### src/rtl/riscv_pkg.sv
// Shared types and constants for the EX-stage sequencer.
// Holds the branch-condition helper used by the sequencer.
package riscv_pkg;

    localparam int XLEN_DEF   = 32;
    localparam int REG_ADDR_W = 5;
    localparam int CNT_W      = 4;

    typedef enum logic [1:0] {
        BR_BEQ = 2'd0,
        BR_BNE = 2'd1,
        BR_BLT = 2'd2,
        BR_BGE = 2'd3
    } br_type_t;

    typedef enum logic {
        EX_RUN   = 1'b0,
        EX_FLUSH = 1'b1
    } ex_state_t;

    function automatic logic br_taken(input br_type_t br_type, input logic zero, input logic negative);
        logic taken;
        case (br_type)
            BR_BEQ:  taken = zero;
            BR_BNE:  taken = !zero;
            BR_BLT:  taken = negative;
            BR_BGE:  taken = !negative;
            default: taken = 1'b0;
        endcase
        return taken;
    endfunction

endpackage

### src/rtl/ex_seq_if.sv
// ID/EX -> EX/MEM handshake bundle, including the fetch redirect and flush.
// Signal names are from the sequencer's point of view.
interface ex_seq_if #(parameter int XLEN = riscv_pkg::XLEN_DEF);

    logic                            i_valid;
    logic                            o_ready;
    logic                            i_branch;
    logic [1:0]                      i_br_type;
    logic                            i_zero;
    logic                            i_negative;
    logic [XLEN-1:0]                 i_pc_branch;
    logic [XLEN-1:0]                 i_alu_result;
    logic [riscv_pkg::REG_ADDR_W-1:0] i_rd;
    logic                            i_reg_write;
    logic                            o_valid;
    logic                            i_ready;
    logic [XLEN-1:0]                 o_alu_result;
    logic [riscv_pkg::REG_ADDR_W-1:0] o_rd;
    logic                            o_reg_write;
    logic                            o_redirect;
    logic [XLEN-1:0]                 o_redirect_pc;
    logic                            o_flush;

    modport slave (
        input  i_valid, i_branch, i_br_type, i_zero, i_negative, i_pc_branch,
               i_alu_result, i_rd, i_reg_write, i_ready,
        output o_ready, o_valid, o_alu_result, o_rd, o_reg_write,
               o_redirect, o_redirect_pc, o_flush
    );

    modport master (
        output i_valid, i_branch, i_br_type, i_zero, i_negative, i_pc_branch,
               i_alu_result, i_rd, i_reg_write, i_ready,
        input  o_ready, o_valid, o_alu_result, o_rd, o_reg_write,
               o_redirect, o_redirect_pc, o_flush
    );

endinterface

### src/rtl/ex_seq_ctrl_out_buf.sv
// One-entry EX/MEM output register holding {alu_result, rd, reg_write}.
// A load always wins over a drain, which gives full throughput.
module ex_out_buf
    import riscv_pkg::*;
#(
    parameter int XLEN = XLEN_DEF
) (
    input  logic                  i_clk,
    input  logic                  i_rst_n,
    input  logic                  i_load,
    input  logic                  i_ready,
    input  logic [XLEN-1:0]       i_alu_result,
    input  logic [REG_ADDR_W-1:0] i_rd,
    input  logic                  i_reg_write,
    output logic                  o_valid,
    output logic [XLEN-1:0]       o_alu_result,
    output logic [REG_ADDR_W-1:0] o_rd,
    output logic                  o_reg_write
);

    logic                  valid_r;
    logic [XLEN-1:0]       result_r;
    logic [REG_ADDR_W-1:0] rd_r;
    logic                  reg_write_r;

    // Entry register: payload only changes on a load, so it is stable while stalled.
    always_ff @(posedge i_clk) begin
        if (!i_rst_n) begin
            valid_r     <= 1'b0;
            result_r    <= '0;
            rd_r        <= '0;
            reg_write_r <= 1'b0;
        end else if (i_load) begin
            valid_r     <= 1'b1;
            result_r    <= i_alu_result;
            rd_r        <= i_rd;
            reg_write_r <= i_reg_write;
        end else if (i_ready) begin
            valid_r     <= 1'b0;
        end else begin
            valid_r     <= valid_r;
        end
    end

    assign o_valid      = valid_r;
    assign o_alu_result = result_r;
    assign o_rd         = rd_r;
    assign o_reg_write  = reg_write_r;

endmodule

### src/rtl/ex_seq_ctrl.sv
// EX-stage sequencer: resolves conditional branches, pulses a fetch redirect,
// squashes wrong-path instructions for FLUSH_CYCLES cycles and buffers results.
module ex_seq_ctrl
    import riscv_pkg::*;
#(
    parameter int XLEN         = XLEN_DEF,
    parameter int FLUSH_CYCLES = 2
) (
    input  logic     i_clk,
    input  logic     i_rst_n,
    ex_seq_if.slave  bus
);

    localparam logic [CNT_W-1:0] FLUSH_LD_C = CNT_W'(FLUSH_CYCLES);

    ex_state_t        state_r, state_nxt_s;
    logic [CNT_W-1:0] cnt_r, cnt_nxt_s;
    logic             redirect_r, redirect_nxt_s;
    logic [XLEN-1:0]  redirect_pc_r, redirect_pc_nxt_s;
    logic             out_valid_s;
    logic             ready_s;
    logic             accept_s;
    logic             taken_s;
    logic             load_s;

    assign ready_s  = !out_valid_s || bus.i_ready;
    assign accept_s = bus.i_valid && ready_s;
    assign taken_s  = br_taken(br_type_t'(bus.i_br_type), bus.i_zero, bus.i_negative);

    // Next-state and redirect decode. A taken branch during the redirect cycle
    // is not resolved, so the redirect can never pulse on consecutive cycles.
    always_comb begin
        state_nxt_s       = state_r;
        cnt_nxt_s         = cnt_r;
        redirect_nxt_s    = 1'b0;
        redirect_pc_nxt_s = redirect_pc_r;
        load_s            = 1'b0;
        case (state_r)
            EX_RUN: begin
                if (accept_s && !bus.i_branch) begin
                    load_s = 1'b1;
                end else if (accept_s && taken_s && !redirect_r) begin
                    redirect_nxt_s    = 1'b1;
                    redirect_pc_nxt_s = bus.i_pc_branch;
                    if (FLUSH_LD_C != 4'd0) begin
                        state_nxt_s = EX_FLUSH;
                        cnt_nxt_s   = FLUSH_LD_C;
                    end else begin
                        state_nxt_s = EX_RUN;
                    end
                end else begin
                    load_s = 1'b0;
                end
            end
            EX_FLUSH: begin
                if (cnt_r <= 4'd1) begin
                    state_nxt_s = EX_RUN;
                    cnt_nxt_s   = 4'd0;
                end else begin
                    cnt_nxt_s   = cnt_r - 4'd1;
                end
            end
            default: begin
                state_nxt_s = EX_RUN;
                cnt_nxt_s   = 4'd0;
            end
        endcase
    end

    // Sequencer state, squash counter and redirect registers.
    always_ff @(posedge i_clk) begin
        if (!i_rst_n) begin
            state_r       <= EX_RUN;
            cnt_r         <= 4'd0;
            redirect_r    <= 1'b0;
            redirect_pc_r <= '0;
        end else begin
            state_r       <= state_nxt_s;
            cnt_r         <= cnt_nxt_s;
            redirect_r    <= redirect_nxt_s;
            redirect_pc_r <= redirect_pc_nxt_s;
        end
    end

    ex_out_buf #(.XLEN(XLEN)) u_out_buf (
        .i_clk        (i_clk),
        .i_rst_n      (i_rst_n),
        .i_load       (load_s),
        .i_ready      (bus.i_ready),
        .i_alu_result (bus.i_alu_result),
        .i_rd         (bus.i_rd),
        .i_reg_write  (bus.i_reg_write),
        .o_valid      (out_valid_s),
        .o_alu_result (bus.o_alu_result),
        .o_rd         (bus.o_rd),
        .o_reg_write  (bus.o_reg_write)
    );

    assign bus.o_ready       = ready_s;
    assign bus.o_valid       = out_valid_s;
    assign bus.o_redirect    = redirect_r;
    assign bus.o_redirect_pc = redirect_pc_r;
    assign bus.o_flush       = (state_r == EX_FLUSH);

endmodule

### src/flat_wrapper.sv
// flat-port wrapper written by rule: the top's interface ports become plain ports
module ex_seq_ctrl_flat import riscv_pkg::*;
#(
    parameter int XLEN         = XLEN_DEF,
    parameter int FLUSH_CYCLES = 2
)
  (i_clk, i_rst_n, bus_i_valid, bus_i_branch, bus_i_br_type, bus_i_zero, bus_i_negative, bus_i_pc_branch, bus_i_alu_result, bus_i_rd, bus_i_reg_write, bus_i_ready, bus_o_ready, bus_o_valid, bus_o_alu_result, bus_o_rd, bus_o_reg_write, bus_o_redirect, bus_o_redirect_pc, bus_o_flush);
  ex_seq_if #(.XLEN(XLEN)) bus_i ();
  input  logic i_clk;
  input  logic i_rst_n;
  input wire logic [$bits(bus_i.i_valid)-1:0] bus_i_valid;
  input wire logic [$bits(bus_i.i_branch)-1:0] bus_i_branch;
  input wire logic [$bits(bus_i.i_br_type)-1:0] bus_i_br_type;
  input wire logic [$bits(bus_i.i_zero)-1:0] bus_i_zero;
  input wire logic [$bits(bus_i.i_negative)-1:0] bus_i_negative;
  input wire logic [$bits(bus_i.i_pc_branch)-1:0] bus_i_pc_branch;
  input wire logic [$bits(bus_i.i_alu_result)-1:0] bus_i_alu_result;
  input wire logic [$bits(bus_i.i_rd)-1:0] bus_i_rd;
  input wire logic [$bits(bus_i.i_reg_write)-1:0] bus_i_reg_write;
  input wire logic [$bits(bus_i.i_ready)-1:0] bus_i_ready;
  output wire logic [$bits(bus_i.o_ready)-1:0] bus_o_ready;
  output wire logic [$bits(bus_i.o_valid)-1:0] bus_o_valid;
  output wire logic [$bits(bus_i.o_alu_result)-1:0] bus_o_alu_result;
  output wire logic [$bits(bus_i.o_rd)-1:0] bus_o_rd;
  output wire logic [$bits(bus_i.o_reg_write)-1:0] bus_o_reg_write;
  output wire logic [$bits(bus_i.o_redirect)-1:0] bus_o_redirect;
  output wire logic [$bits(bus_i.o_redirect_pc)-1:0] bus_o_redirect_pc;
  output wire logic [$bits(bus_i.o_flush)-1:0] bus_o_flush;
  assign bus_i.i_valid = bus_i_valid;
  assign bus_i.i_branch = bus_i_branch;
  assign bus_i.i_br_type = bus_i_br_type;
  assign bus_i.i_zero = bus_i_zero;
  assign bus_i.i_negative = bus_i_negative;
  assign bus_i.i_pc_branch = bus_i_pc_branch;
  assign bus_i.i_alu_result = bus_i_alu_result;
  assign bus_i.i_rd = bus_i_rd;
  assign bus_i.i_reg_write = bus_i_reg_write;
  assign bus_i.i_ready = bus_i_ready;
  assign bus_o_ready = bus_i.o_ready;
  assign bus_o_valid = bus_i.o_valid;
  assign bus_o_alu_result = bus_i.o_alu_result;
  assign bus_o_rd = bus_i.o_rd;
  assign bus_o_reg_write = bus_i.o_reg_write;
  assign bus_o_redirect = bus_i.o_redirect;
  assign bus_o_redirect_pc = bus_i.o_redirect_pc;
  assign bus_o_flush = bus_i.o_flush;
  ex_seq_ctrl #(.XLEN(XLEN), .FLUSH_CYCLES(FLUSH_CYCLES)) u_core (.i_clk(i_clk), .i_rst_n(i_rst_n), .bus(bus_i));
endmodule
### config.mk
export PLATFORM = sky130hd
export DESIGN_NAME = ex_seq_ctrl_flat
export DESIGN_NICKNAME = d
export VERILOG_FILES = /design/src/rtl/riscv_pkg.sv /design/src/rtl/ex_seq_if.sv /design/src/rtl/ex_seq_ctrl_out_buf.sv /design/src/rtl/ex_seq_ctrl.sv /design/src/flat_wrapper.sv
export SDC_FILE = /design/constraint.sdc
export NUM_CORES = 1
export LEC_CHECK = 0
export CORE_MARGIN = 3
export CORE_UTILIZATION = 36
export CTS_BUF_LIST = sky130_fd_sc_hd__clkbuf_8
export CTS_CLUSTER_SIZE = 28
export DETAILED_ROUTE_END_ITERATION = 16
export PLACE_DENSITY_LB_ADDON = 0.05
export SYNTH_ARGS = -nofsm -noshare
export SYNTH_HDL_FRONTEND = slang
export SYNTH_SLANG_ARGS = --single-unit
export TNS_END_PERCENT = 1
### constraint.sdc
create_clock -name i_clk -period 1.4 [get_ports i_clk]
set_input_delay 0.28 -clock i_clk [delete_from_list [all_inputs] [get_ports i_clk]]
set_output_delay 0.28 -clock i_clk [all_outputs]
set_load 0.02 [all_outputs]
# After elaboration in Yosys (flattened, before gate mapping)
# Cells that the tools add are included.
totals:
  regBits: 77
  latch_bits: 0
  mem_bits_rw: 0
  romBits: 0
  wordCells: 46
  mem_count: 0
classes:
  add_sub_neg: 1
  multipliers: 0
  div: 0
  magnitude_cmp: 1
  n_eq_ne: 5
  n_shift: 0
  n_mux: 13
  n_bitwise: 3
  reduce_logical: 15
ops:
  columns: ["operator", "count"]
  rows:
  - ["two-way mux 4 bit", 3]
  - ["case mux 4 bit (2 select lines)", 1]
  - ["two-way mux 1 bit", 7]
  - ["logical NOT 1 bit", 5]
  - ["== test 2 bit, second input constant", 2]
  - ["<= comparator 4 x 1 -> 1 bit, second input constant", 1]
  - ["logical AND 1 bit", 4]
  - ["case mux 1 bit (4 select lines)", 1]
  - ["subtractor 4 x 1 -> 4 bit, second input constant", 1]
  - ["inverter 1 bit", 3]
  - ["AND reduction 3 bit", 1]
  - ["== test 2 x 1 -> 1 bit, second input constant", 1]
  - ["logical NOT 2 bit", 1]
  - ["!= test 2 x 1 -> 1 bit, second input constant", 1]
  - ["!= test 2 bit, second input constant", 1]
  - ["case mux 1 bit (2 select lines)", 1]
  - ["AND reduction 2 bit", 1]
  - ["nonzero test 2 bit", 1]
  - ["OR reduction 2 bit", 1]
  - ["logical OR 1 bit", 1]

# Longest topological paths before layout
# Gate-level depths: netlist (run 1).
logic_depth:
  word_depth: 8
  mapped_depth: 6
  mapped_depth_nobuf: 6

# Modules after synthesis
# Synthesis (run 1) repeated with hierarchy kept, for this count alone.
unflattened:
  hier_cells: 303
  area_unflattened_um2: 3101.7
by_module_without_submodules:
  columns: ["mod", "instances", "cells_each", "area_per_inst_um2"]
  rows:
  - ["ex_seq_ctrl", 1, 177, 1615.3]
  - ["ex_out_buf", 1, 126, 1486.4]

# Worst setup path before layout (run 1)
# No wires, ideal clock.
synth_timing:
  path_type: "flip-flop to flip-flop"
  startpoint: "register u_core.u_out_buf.valid_r, in the netlist u_core.u_out_buf.o_valid"
  endpoint: "register u_core.u_out_buf.result_r[22], in the netlist u_core.u_out_buf.o_alu_result[22]"
  setup_ps: 132
  arrival_time_ps: 1408
  t_required_ps: 1268
  setup_slack_ps: -140
  path_stages_with_launch: 7
  cell_sequence: "dfxtp_1 > and2b_1 > or4_4 > buf_4 > buf_6 > nand2_1 > a21oi_1"
synth_between:
  elab_chain_len: 6
synth_lines:
  columns: ["item", "line", "source"]
  rows:
  - ["start: declaration", "ex_seq_ctrl_out_buf.sv:21", "logic valid_r;"]
  - ["start signal: assignment", "ex_seq_ctrl_out_buf.sv:41", "valid_r <= valid_r;"]
  - ["logical NOT 1 bit", "ex_seq_ctrl.sv:26", "assign ready_s = !out_valid_s || bus.i_ready;"]
  - ["logical OR 1 bit", "ex_seq_ctrl.sv:26", null]
  - ["logical AND 1 bit", "ex_seq_ctrl.sv:27", "assign accept_s = bus.i_valid && ready_s;"]
  - ["logical AND 1 bit", "ex_seq_ctrl.sv:40", "if (accept_s && !bus.i_branch) begin"]
  - ["two-way mux 1 bit", "ex_seq_ctrl.sv:40", null]
  - ["two-way mux 1 bit", "ex_seq_ctrl.sv:38", "case (state_r)"]
  - ["end signal: assignment", "ex_seq_ctrl_out_buf.sv:35", "result_r <= i_alu_result;"]
  - ["end: declaration", "ex_seq_ctrl_out_buf.sv:22", "logic [XLEN-1:0] result_r;"]
# Every way passes these cells.
# A chain may end at the register's enable or synchronous reset.

# Worst setup path in the final report (run 1)
layout_timing:
  startpoint: "register u_core.u_out_buf.valid_r, in the netlist u_core.u_out_buf.o_valid"
  endpoint: "register u_core.u_out_buf.result_r[12], in the netlist u_core.u_out_buf.o_alu_result[12]"
# Same word-level chain as after synthesis.

==> results by group, run 1 <==
Run status
  • Outcome: finished, violations left
  • Failing checks: negative setup slack

Route
  • Drt via density: 4.88
  • Initial drt markers: 115
  • Routed WL per cell: 14.0 um
  • Residual DRC: 0
  • WL final: 8700 um
  • ANT nets after route: 0
  • Drt first pass iters: 4
  • Total number of vias: 3042

Worst hold path
  • Worst hold path class: reg2reg
  • Hold Crit Depth: 2
  • Worst hold path startpoint: u_core.u_out_buf.o_rd[0]
  • Hold path endpoint: u_core.u_out_buf.o_rd[0]

Clock network
  • CTS tree: built
  • Post CTS Setup Buffer Count: 0
  • CTS Root Cell: clkbuf_8
  • Skew-Pair Late Insertion Delay: 0.34 ns
  • Max Buffers Root-to-Sink: 2
  • Cts bufs inserted: 9
  • Clock transition at path regs: about 0.080 ns
  • # clock sinks: between 70 and 80
  • H-tree Lvls: 3

STA
  • Max Slew Vio Count: 0
  • Period utilisation layout: 1.02
  • Final hold slack: 0.452 ns
  • Smallest setup slack after layout: -0.0276 ns
  • Slew Limit Headroom: 0.810
  • Tmin final: 1.43 ns
  • Hold Fails Final Rpt: 0
  • RSZ-0062 raised after global routing: true
  • Worst Skew: 0.00759 ns
  • Final TNS setup: -0.531 ns
  • Final setup vio count: 39
  • Measured slew at the worst slew-check pin: between 0.2 and 0.3 ns
  • Fmax: 0.700 GHz

Placement
  • Worst slack at placement: -0.661 ns
  • Estimated wirelength of the detail-placed design: between 5000 and 6000 um
  • Number of I/O port buffers: 152
  • Placed cells: approximately 610
  • Placer Congestion: 0.861
  • Area after DPL: around 0.0047 mm^2

Global routing
  • First-pass GRT wire length: between 10000 and 15000 um
  • Vias in the first global route: 2796
  • Largest net degree at the start of global routing: 40
  • Antenna violations before repair: 0
  • Total GRT Usage: 0.183
  • Total gr overflow: 0

Critical path
  • Critical Path Slowest Stage Cell: or4_4
  • R2R Path Start: u_core.u_out_buf.o_valid
  • Worst path bufs/invs: 1
  • Setup crit end kind: register
  • Critical Path Max Stage Delay: between 0.4 and 0.5 ns
  • Arr. time, crit path: 1.66 ns
  • Worst R2R Path Depth: 5
  • Critical path class: reg2reg
  • Worst-path cell chain: and2b_2 > or4_4 > buf_12 > nand2_1 > a21oi_1
  • CP Launch Type: register
  • Reg2Reg Setup Slack: -0.03 ns
  • Top Family by Delay on Critical Path: simple AND/OR/NAND/NOR gates
  • Peak fanout along the critical path: 39
  • Crit Reg-Reg Endpoint: u_core.u_out_buf.o_alu_result[12]
  • Critical Path RT: 1.63 ns

Logic synthesis
  • Syn nets: 434
  • Syn avg cell area: a little over 8 um^2
  • Post-synthesis register bit count: 77
  • Mapped Cells: between 300 and 400
  • Mapped Area: 0.00288 mm^2
  • Yosys cell types: 30
  • Syn. warnings: 0
  • Seq/Total Area, Yosys: 0.535

Floorplan
  • Die X: 95.5 um
  • # IOs: 153
  • Die Footprint: 0.00912 mm^2
  • Die H: 95.5 um
  • Placement Rows: 32
  • Starting density of the core: 0.371
  • Core Region: 0.00777 mm^2

Power and ir drop
  • Sequential Power Share: 0.473
  • Combinational Power Share: 0.195
  • PwrDens: between 1000 and 1500 mW/mm^2
  • Sw Pwr: between 1 and 1.5 mW
  • Leak pwr: between 2 and 2.5 nW
  • Clk network pwr share: 0.332
  • Worst IR drop on VDD: 0.504 mV
  • Pwr Total: 4.93 mW
  • Sw frac: 0.267
  • Int Pwr: 3.61 mW

Layout
  • Non-Filler Instances: 623
  • Final core utilization: 0.635
  • Antenna diodes: 0
  • Layout Nets: 597
  • Area Growth Syn to Fin: 71.0%
  • Layout cell share with drive strength beyond 1: 0.138
  • Commonest non-fill, non-tap cells in the layout: 78 x nand2_1, 74 x dlygate4sd2_1, 73 x dfxtp_1, 72 x clkdlybuf4s50_1, 67 x a21oi_1
  • Finished layout cell area: just under 0.005 mm^2
  • Most common cell after layout, fill and taps aside: nand2_1

Flow run
  • Max-Cap Viols: 0
## kinds of logic (layout without fill, tap and decap cells)
group	after synthesis	count (layout)	synth area share
AO/OA/AOI/OAI	114	114	0.207
AND/OR/NAND/NOR	123	123	0.186
buffers and inverters	34	202	0.0525
adder cells (fa/ha/maj)	2	2	0.00868
multiplexers	3	3	0.0109
flip-flops	77	77	0.535
## sequential cells by signal, indices dropped and copies added (netlist names)
| signal | flops |
|---|---|
| u_core.bus.o_redirect | 1 |
| u_core.cnt_r | 4 |
| u_core.bus.o_redirect_pc | 32 |
| u_core.u_out_buf.o_rd | 5 |
| u_core.bus.o_flush | 1 |
| u_core.u_out_buf.o_reg_write | 1 |
| u_core.u_out_buf.o_valid | 1 |
| u_core.u_out_buf.o_alu_result | 32 |
## area by class of cell
| type | instances | area (um^2) |
|---|---|---|
| multi-input combinational | 242 | 1310 |
| inverter | 6 | 22.5 |
| fill | 709 | 2840 |
| tap | 102 | 128 |
| timing repair buffer | 180 | 1730 |
| clock inverter | 6 | 55.1 |
| sequential | 77 | 1550 |
| clock buffer | 10 | 138 |
## Yosys cell counts
| library cell | instances | area share |
|---|---|---|
| nand2_1 | 78 | 0.10 |
| dfxtp_1 | 77 | 0.53 |
| and3b_1 | 1 | 0.0030 |
| o21a_1 | 1 | 0.0026 |
| a21oi_1 | 71 | 0.12 |
| a31o_2 | 1 | 0.0030 |
| buf_6 | 1 | 0.0039 |
| o31ai_1 | 1 | 0.0026 |
| nor3_2 | 1 | 0.0035 |
| nand3_1 | 33 | 0.057 |
| or4_4 | 1 | 0.0039 |
| o221a_2 | 1 | 0.0039 |
| nor3_1 | 2 | 0.0035 |
| mux2_2 | 1 | 0.0039 |
| clkbuf_1 | 20 | 0.026 |
| nor2_1 | 3 | 0.0039 |
| mux2i_1 | 2 | 0.0069 |
| nor3b_1 | 1 | 0.0026 |
| a21oi_2 | 1 | 0.0030 |
| o21ai_0 | 34 | 0.059 |
| buf_4 | 3 | 0.0078 |
| buf_2 | 4 | 0.0069 |
| a31oi_1 | 3 | 0.0065 |
| o32ai_1 | 1 | 0.0030 |
| ha_1 | 2 | 0.0087 |
| nor2b_1 | 1 | 0.0022 |
| nor4_1 | 1 | 0.0022 |
| inv_2 | 2 | 0.0026 |
| and2b_1 | 1 | 0.0026 |
| inv_1 | 4 | 0.0052 |
## power by group through the flow
stage	sequential [mW]	combinational, mW	clock (mW)
floorplan	2.50	0.291	0
global placement	2.38	0.960	0
detailed placement	2.39	0.966	0
CTS	2.33	0.916	1.70
global route	2.35	1.04	1.78
finish	2.33	0.961	1.64
## worst max-delay path by stage
stage	from	endpoint	cells past startpoint
floorplan	u_core.u_out_buf.o_valid	u_core.u_out_buf.o_alu_result[22]	6
global placement	bus_i_br_type[1]	u_core.cnt_r[1]	7
detailed placement	bus_i_br_type[1]	u_core.cnt_r[1]	7
CTS	bus_i_br_type[1]	u_core.cnt_r[1]	7
global route	u_core.u_out_buf.o_valid	u_core.u_out_buf.o_alu_result[12]	6
finish	u_core.u_out_buf.o_valid	u_core.u_out_buf.o_alu_result[12]	5
## tightest hold or removal path, cell delays in order, from the launching register on
cell,delay (ns)
dfxtp_1,0.31
nand2_1,0.05
a21oi_1,0.05
## routing by layer
layer	global-route usage	wire [um]	up-vias
met3	0.0679	828	16
met2	0.294	4000	111
met5	0	0	-
met1	0.216	3700	1384
met4	0.0829	176	0
li1	-	-	1531
## repair_timing
item,in CTS,in global routing
hold buffers,0,0
pin swaps,2,2
resized for setup,86,53
gates cloned,0,1
endpoints found under the setup margin,151,78
Power figures use the tool's default switching activity.
==> run 2: changes to the inputs <==
- HOLD_SLACK_MARGIN: not set -> 0.02
==> results of run 2 <==
No change in the layout: final DEF, timing and power equal those of run 1.
